**src/rtl/rf_wb_arbiter.sv**
```systemverilog
// Two-requester writeback arbiter for the register file. It alternates priority under
// contention, tracks outstanding destination registers and counts cycles lost to arbitration.
module rf_wb_arbiter #(
  parameter int DATA_W = 64,
  parameter int ADDR_W = 5
) (
  input  logic              clk,
  input  logic              rst,
  input  logic              req0_valid,
  output logic              req0_ready,
  input  logic [ADDR_W-1:0] req0_addr,
  input  logic [DATA_W-1:0] req0_data,
  input  logic              req1_valid,
  output logic              req1_ready,
  input  logic [ADDR_W-1:0] req1_addr,
  input  logic [DATA_W-1:0] req1_data,
  output logic              rf_write,
  output logic [ADDR_W-1:0] rf_addr,
  output logic [DATA_W-1:0] rf_data,
  input  logic              issue_valid,
  input  logic [ADDR_W-1:0] issue_rd,
  output logic [31:0]       pending,
  output logic [15:0]       stall_cnt
);

  // prio_reg == 0 means requester 0 wins the next contended cycle
  logic              prio_reg, prio_next;
  logic              rf_write_reg, rf_write_next;
  logic [ADDR_W-1:0] rf_addr_reg, rf_addr_next;
  logic [DATA_W-1:0] rf_data_reg, rf_data_next;
  logic [31:0]       pending_reg, pending_next;
  logic [15:0]       stall_reg, stall_next;

  logic              grant0, grant1, handshake, stall_event;
  logic [ADDR_W-1:0] win_addr;
  logic [DATA_W-1:0] win_data;
  logic [31:0]       set_vec, clr_vec;

  always_comb begin
    grant0      = !rst && req0_valid && (!req1_valid || !prio_reg);
    grant1      = !rst && req1_valid && (!req0_valid ||  prio_reg);
    handshake   = grant0 || grant1;
    win_addr    = grant1 ? req1_addr : req0_addr;
    win_data    = grant1 ? req1_data : req0_data;
    stall_event = (req0_valid && !grant0) || (req1_valid && !grant1);
  end

  assign req0_ready = grant0;
  assign req1_ready = grant1;

  // Register 0 is hardwired to zero, so it is never tracked as outstanding.
  assign set_vec[0] = 1'b0;
  assign clr_vec[0] = 1'b0;

  generate
    for (genvar gi = 1; gi < 32; gi++) begin : g_pending
      assign set_vec[gi] = issue_valid && (issue_rd == ADDR_W'(gi));
      assign clr_vec[gi] = handshake   && (win_addr == ADDR_W'(gi));
    end
  endgenerate

  always_comb begin
    prio_next     = prio_reg;
    rf_write_next = 1'b0;
    rf_addr_next  = rf_addr_reg;
    rf_data_next  = rf_data_reg;
    stall_next    = stall_reg;

    if (handshake && req0_valid && req1_valid)
      prio_next = ~prio_reg;

    // Writes to x0 still complete the handshake but never reach the register file.
    if (handshake && (win_addr != '0)) begin
      rf_write_next = 1'b1;
      rf_addr_next  = win_addr;
      rf_data_next  = win_data;
    end

    // A new issue to the same register outranks the retiring write.
    pending_next = (pending_reg & ~clr_vec) | set_vec;

    if (stall_event && (stall_reg != 16'hFFFF))
      stall_next = stall_reg + 16'd1;
  end

  always_ff @(posedge clk or posedge rst) begin
    if (rst) begin
      prio_reg     <= 1'b0;
      rf_write_reg <= 1'b0;
      rf_addr_reg  <= '0;
      rf_data_reg  <= '0;
      pending_reg  <= '0;
      stall_reg    <= '0;
    end else begin
      prio_reg     <= prio_next;
      rf_write_reg <= rf_write_next;
      rf_addr_reg  <= rf_addr_next;
      rf_data_reg  <= rf_data_next;
      pending_reg  <= pending_next;
      stall_reg    <= stall_next;
    end
  end

  assign rf_write  = rf_write_reg;
  assign rf_addr   = rf_addr_reg;
  assign rf_data   = rf_data_reg;
  assign pending   = pending_reg;
  assign stall_cnt = stall_reg;

endmodule

```
**config.mk**
```make
export PLATFORM = sky130hd
export DESIGN_NAME = rf_wb_arbiter
export DESIGN_NICKNAME = d
export VERILOG_FILES = /design/src/rtl/rf_wb_arbiter.sv
export SDC_FILE = /design/constraint.sdc
export NUM_CORES = 1
export LEC_CHECK = 0
export BUFFER_PORTS_ARGS = -buffer_cell sky130_fd_sc_hd__buf_2
export CORE_MARGIN = 8
export CORE_UTILIZATION = 35
export DETAILED_ROUTE_END_ITERATION = 16
export SETUP_SLACK_MARGIN = 0.5
export SLEW_MARGIN = 20
export SYNTH_ARGS = -nofsm -noshare
export SYNTH_HDL_FRONTEND = slang
export SYNTH_SLANG_ARGS = --single-unit
```
**constraint.sdc**
```tcl
create_clock -name clk -period 5.8 [get_ports clk]
set_input_delay 1.16 -clock clk [delete_from_list [all_inputs] [get_ports clk]]
set_output_delay 1.16 -clock clk [all_outputs]
set_load 0.01 [all_outputs]
```
# After elaboration in Yosys (flattened, before gate mapping)
# Cells that the tools add are included.
[word_totals]
ff_bits = 119
latch_bits = 0
ram_bits = 0
rom_bits = 0
output_inout_bits = 120
memories = 0
[classes]
addsub = 1
multipliers = 0
div_mod_pow = 0
magnitude_cmp = 0
eq_ne = 63
n_shift = 0
n_mux = 3
n_bitwise = 4
reduce_logical = 83
[op_table]
columns = ["op", "count"]
rows = [
  ["5-bit == test (second input constant)", 32],
  ["5-bit by 4-bit == test with 1-bit output (second input constant)", 16],
  ["1-bit logical AND", 72],
  ["64-bit two-way mux", 1],
  ["5-bit by 3-bit == test with 1-bit output (second input constant)", 8],
  ["32-bit bitwise AND", 1],
  ["32-bit NOT", 1],
  ["32-bit OR", 1],
  ["5-bit by 2-bit == test with 1-bit output (second input constant)", 4],
  ["16-bit by 1-bit adder with 16-bit output (second input constant)", 1],
  ["16-bit inequality test (second input constant)", 1],
  ["5-bit by 1-bit == test with 1-bit output (second input constant)", 2],
  ["1-bit zero test", 6],
  ["5-bit two-way mux", 1],
  ["5-bit nonzero test", 1],
  ["1-bit logical OR", 4],
  ["1-bit two-way mux", 1],
  ["1-bit NOT", 1],
]

# Logic depth before layout (Yosys ltp)
# Gate-level depths: netlist of the first run.
[logic_depth]
depth_word = 9
ltp_mapped = 8
mapped_depth_nobuf = 5

# Worst setup path before layout of the first run
# No wires, ideal clock.
[synth_timing]
path_kind = "input -> register"
from = "in rst"
to = "reg rf_data_reg[53] (netlist: rf_data[53])"
setup_ns = 0.127
arrival_time_ns = 5.667
setup_slack_ns = 0.006
path_stages = 7
cell_sequence = "buf_2 > inv_1 > o21ai_0 > o32ai_4 > buf_6 > buf_6 > mux2_1"
[synth_between]
elab_chain_len = 6
[synth_lines]
columns = ["item", "line", "source"]
rows = [
  ["from (decl)", "8", "input logic rst,"],
  ["1-bit zero test (no source line) (*)", "-", ""],
  ["1-bit logical AND (2 in a row)", "41", "grant1 = !rst && req1_valid && (!req0_valid || prio_reg);"],
  ["5-bit two-way mux", "43", "win_addr = grant1 ? req1_addr : req0_addr;"],
  ["5-bit nonzero test", "73", "if (handshake && (win_addr != '0)) begin"],
  ["1-bit logical AND", "73", ""],
  ["to (signal assigned)", "98", "rf_data_reg <= rf_data_next;"],
  ["to (decl)", "30", "logic [DATA_W-1:0] rf_data_reg, rf_data_next;"],
]
# Every way passes the cells marked *; elsewhere a longest branch is shown, timed or not.
# A chain may end at the register's enable or synchronous reset.

# Worst setup path after layout of the first run
[layout_timing]
from = "in rst"
to = "out req1_ready"
[layout_between]
elab_chain_len = 3
[layout_lines]
columns = ["item", "line", "source"]
rows = [
  ["1-bit zero test (no source line)", "-", ""],
  ["1-bit logical AND (2 in a row)", "41", ""],
  ["to (decl)", "14", "output logic req1_ready,"],
]
# No other way between the ends.

==> run summary, run 1 <==
status = complete, no violations
clock skew = 0.00553 ns
WL final = 19300 µm
R2R Path Start = prio_reg
Yosys cell types = 46
max reg flops = 64
Setup crit start kind = input port
largest net degree at the start of global routing = 74
routed via count = 5168
CTS Buffer Depth = 2
Max H-tree Level = 4
worst reg2reg setup slack = 2.72 ns
VDD IR max = 0.000210 V
post-CTS sizing = 0
Buf/Inv on CP = 3
Synth Net Count = 653
core footprint = 17300 µm²
crit end category = primary output
CTS tree = yes
relative max-transition margin = 0.357
Die W = 149 µm
Yosys top cell area share = 0.476
register bit total from synthesis = 118
Max Used Layer = met4
DRT Pass-1 Iters = 4
met2 WL = 9630 µm
Slowest cell on crit path = nor2b_2
GR Util All Layers = 0.173
Final setup violation count = 0
Root Driver = clkbuf_16
Syn-to-layout area delta = 33.6%
number of post-CTS setup repair buffers = 0
Mapped Cells = 504
Ports = 268
syn avg cell area = 12.3 µm²
GRT overflow = 0
Die ar. = 22200 µm²
Routed Antenna Nets = 0
Max Fclk = 268 MHz
Final Power = 3.12 mW
unrepaired setup endpoints after global routing = no
GPL Wtd Cong = 0.803
Layout Nets = 903
Hold Startpoint = rf_data[55]
Post-synth EDFFs = 0
port buffer count = 266
Main synth FF type = dfrtp_1
Starting Density = 0.359
Slew Viols, Final = 0
Via density = 5.21
Pwr per Cell Area = 376 nW/µm²
initial DRC count = 208
CP Max Fanout = 37
largest cells by area after synthesis = dfrtp_1 (48%), mux2_2 (22%), a211o_1 (4.2%), a22o_1 (4.0%), nand4_1 (2.2%)
Crit path top cell by count = buf_2
cts hold-fix bufs = 0
Post-Syn Area = 6210 µm²
Max-cap violations = 0
vias in the first global route = 5630
worst-skew pair later-pin latency = 0.41 ns
period utilization = 0.644
Hold WC Path Type = reg -> reg
initial antenna violation count = 0
detailed-placement wirelength estimate = 15000 µm
wire length on met3 = 1560 µm
WL met1 = 7810 µm
max incr delay on CP = 0.68 ns
Data arrival, critical path = 2.58 ns
Critical Path, Cell by Cell = buf_2 -> nor2b_2 -> nand2_2 -> inv_1 -> buf_2
cts bufs inserted = 17
layout cells sized above 1 = 0.563
Post-Route Setup TNS = 0 ns
sequential area share after synthesis = 0.476
hold slack = 0.481 ns
Synth area leader = dfrtp_1
Residual DRC = 0
final hold vios = 0
first-pass GRT wire length = 30300 µm
share of flip-flops with an asynchronous set or reset = 1.00
clk slew on worst S/H paths = 0.05 ns
YS warnings = 0
Pleak = 3.85 nW
worst slew pin tran = 0.962 ns
post-layout minimum cycle time = 3.74 ns
crit path kind = in -> out
diode count = 0
CP top delay family = simple AND/OR/NAND/NOR gates
Clock Sink Count = 118
CP startpoint = rst
Die Ht = 149 µm
Critical Path RT = 4.64 ns
# rows = 48
WL per Instance = 19.5 µm
FILL cells = 1627
==> worst paths after layout <==
kind | to | cells past startpoint
setup / recovery | req1_ready | 5
hold / removal | rf_data[55] | 1
setup reg to reg | rf_data[63] | 5
hold reg to reg | rf_data[55] | 1
max in group asynchronous | rf_data[1] | 4
min in group asynchronous | rf_addr[0] | 3
==> cells in the mapped netlist, types with 3 or more instances <==
master,instances
a211o_1,30
a22o_1,28
a32o_1,4
and2_1,5
and3_1,5
and4_1,5
and4b_1,4
buf_1,5
buf_2,11
clkbuf_1,20
dfrtp_1,118
inv_1,9
mux2_1,9
mux2_2,124
nand2_1,6
nand3_1,8
nand4_1,22
nor2_1,11
nor2b_1,10
nor4bb_1,4
o2111ai_1,9
o211ai_1,3
o21ai_0,12
o21ai_1,3
xnor2_1,14
==> placed cells by master, fill, tap and decap left out, types with 4 or more instances in the layout <==
cell type	count
a211o_1	30
a22o_1	28
a32o_1	4
and2_1	5
and3_1	5
and4_1	5
and4b_1	4
buf_2	266
buf_4	4
clkbuf_16	17
clkinvlp_4	4
dfrtp_1	118
inv_1	8
inv_6	4
mux2_1	9
mux2_2	124
nand2_1	5
nand3_1	8
nand4_1	22
nor2_1	11
nor2b_1	9
nor4bb_1	4
o2111ai_1	9
o21ai_0	12
xnor2_1	14
==> power breakdown <==
| group | switching (mW) | internal [mW] |
|---|---|---|
| combinational | 0.443 | 0.418 |
| clock | 0.395 | 0.692 |
| sequential | 0.137 | 1.03 |
==> routing by layer <==
metal	global-route usage	up-vias
li1	-	2420
met1	0.195	2523
met2	0.298	207
met3	0.0613	18
met4	0.0596	0
met5	0	-
==> metrics by stage <==
step / std cells / cell area [µm²] / utilization / worst slack, ns
5_1_grt: 992 / 8290 / 0.479 / 1.88
4_1_cts: 992 / 8290 / 0.479 / 1.73
3_3_place_gp: 960 / 7680 / 0.444 / 1.78
3_5_place_dp: 960 / 7680 / 0.444 / 1.75
2_1_floorplan: 504 / 6210 / - / 1.23
6_report: 992 / 8290 / 0.479 / 2.06
==> logic make-up after synthesis <==
group	synth area share
compound gates	0.134
mux	0.241
other cells	0.000604
buf+inv	0.0343
simple gates	0.0887
xor+xnor	0.0212
flops	0.476
fa+ha+maj	0.00363
==> final cells by class <==
class	count	area, µm²	area share
Timing Repair Buffer	270	1360	0.164
Inverter	9	37.5	0.00453
Sequential cell	118	2950	0.356
Tap cell	225	282	0.0340
Multi-Input combinational cell	338	3050	0.367
Clock inverter	13	170	0.0205
Clock buffer	19	443	0.0534
(Power assumes the default switching activity.)
==> run 2: changes to the inputs <==
- clock period: 5.8 -> 3.7 ns (I/O delays scaled with it)
==> run 2 against run 1 <==
Clock skew grew 0.0051 ns. Worst setup slack worse by 1.1 ns. Final area increased by 0.53%. Wire length rose by 0.45%. Highest routed layer unchanged.
==> run summary, run 2 (synthesis gave the netlist of run 1 again) <==
Pleak = 3.88 nW
dpl cells = 964
layout cells sized above 1 = 0.577
Setup crit start kind = input port
Data arrival, critical path = 2.01 ns
worst-skew pair later-pin latency = 0.42 ns
Root Driver = clkbuf_16
Crit path top cell by count = buf_2
Ports = 268
detailed-placement wirelength estimate = 14900 µm
Critical Path, Cell by Cell = buf_2 -> nor2b_1 -> nand2_2 -> inv_1 -> buf_2
Layout Nets = 907
Residual DRC = 0
final setup margin = 0.950 ns
Via density = 5.24
final hold vios = 0
WL per Instance = 19.5 µm
Final Instance Count excl. Fillers = 996
relative max-transition margin = 0.488
VDD IR max = 0.000335 V
R2R Path Start = prio_reg
Slowest cell on crit path = nor2b_1
Critical Path RT = 2.96 ns
Die ar. = 22200 µm²
DRT Pass-1 Iters = 4
Max Fclk = 364 MHz
first-pass GRT wire length = 30800 µm
worst slew pin tran = 0.766 ns
GR Util All Layers = 0.176
CTS tree = yes
commonest non-fill, non-tap cell in the layout = buf_2
Slew Viols, Final = 0
R2R Path End = rf_data[41]
Max-cap violations = 0
Max H-tree Level = 4
Final Power = 4.80 mW
max incr delay on CP = 0.48 ns
Final setup violation count = 0
Hold EP = stall_cnt[9]
Clock Sink Count = 118
status = complete, no violations
diode count = 0
Pwr per Cell Area = 576 nW/µm²
hold depth = 1
initial DRC count = 247
max reg flops = 64
CP Max Fanout = 37
Hold WC Path Type = reg -> reg
cts hold-fix bufs = 0
vias in the first global route = 5770
WL final = 19400 µm
# rows = 48
number of post-CTS setup repair buffers = 0
CTS Buffer Depth = 2
largest net degree at the start of global routing = 82
core footprint = 17300 µm²
Util after Layout = 0.482
post-CTS sizing = 0
unrepaired setup endpoints after global routing = no
period utilization = 0.743
GRT overflow = 0
port buffer count = 266
Placement Setup Slack = 0.592 ns
initial antenna violation count = 0
GPL Wtd Cong = 0.825
R2R depth = 5
cts bufs inserted = 17
crit path kind = in -> out
Routed Antenna Nets = 0
crit end category = primary output
post-layout minimum cycle time = 2.75 ns
Hold Startpoint = stall_cnt[9]
hold slack = 0.492 ns
routed via count = 5223
Starting Density = 0.359
Die Ht = 149 µm
worst reg2reg setup slack = 1.39 ns
most frequent cells in the layout = buf_2 (266), mux2_2 (124), dfrtp_1 (118)
Syn-to-layout area delta = 34.3%
clock skew = 0.0106 ns
Die W = 149 µm
clk slew on worst S/H paths = 0.06 ns
run 2: cell count changes in the layout (fill, tap and decap cells not counted):
cell        before  now
bufinv_16        3    1
mux2_1           9    0
inv_6            4    3
clkinv_2         1    2
clkbuf_1         1    0
clkinv_4         2    1
nor2b_1          9   10
buf_4            4    5
clkinvlp_4       4    8
buf_12           0    2
buf_6            0    1
mux2_4           0    9
nor2b_2          1    0
run 2: per-stage QoR:
step / TNS (ns) / cell area (µm²)
4_1_cts: 0 / 8330
2_1_floorplan: -14.52 / 6260
3_5_place_dp: 0 / 7760
6_report: 0 / 8340
3_3_place_gp: 0 / 7760
5_1_grt: 0 / 8340
run 2: worst max path at each step:
stage	from	end
final	rst	req1_ready
after global routing	rst	req1_ready
after CTS	rst	req1_ready
after detailed placement	rst	rf_data[34]
after global placement	rst	rf_data[16]
after floorplan	rst	rf_data[53]
run 2: where the power goes:
group	internal, mW	switching (mW)
clock network	0.943	0.632
logic	0.691	0.693
registers	1.62	0.223
total	3.25	1.55
run 2: cell type report:
type	instances	area (µm²)
tap	225	282
timing repair buffer	274	1420
sequential	118	2950
inverter	9	37.5
clock inverter	14	128
multi-input combinational	338	3080
fill	1639	8960
clock buffer	18	439
run 2: per-layer routing:
layer / track usage / wire (µm)
met3: 0.0689 / 1630
met4: 0.0616 / 331
met1: 0.195 / 7580
met2: 0.301 / 9840
met5: 0 / 0
run 2: critical path: cells and delay by family:
kind / cells / cell delay (ns)
simple gates: 2 / 0.62
buf+inv: 3 / 0.61
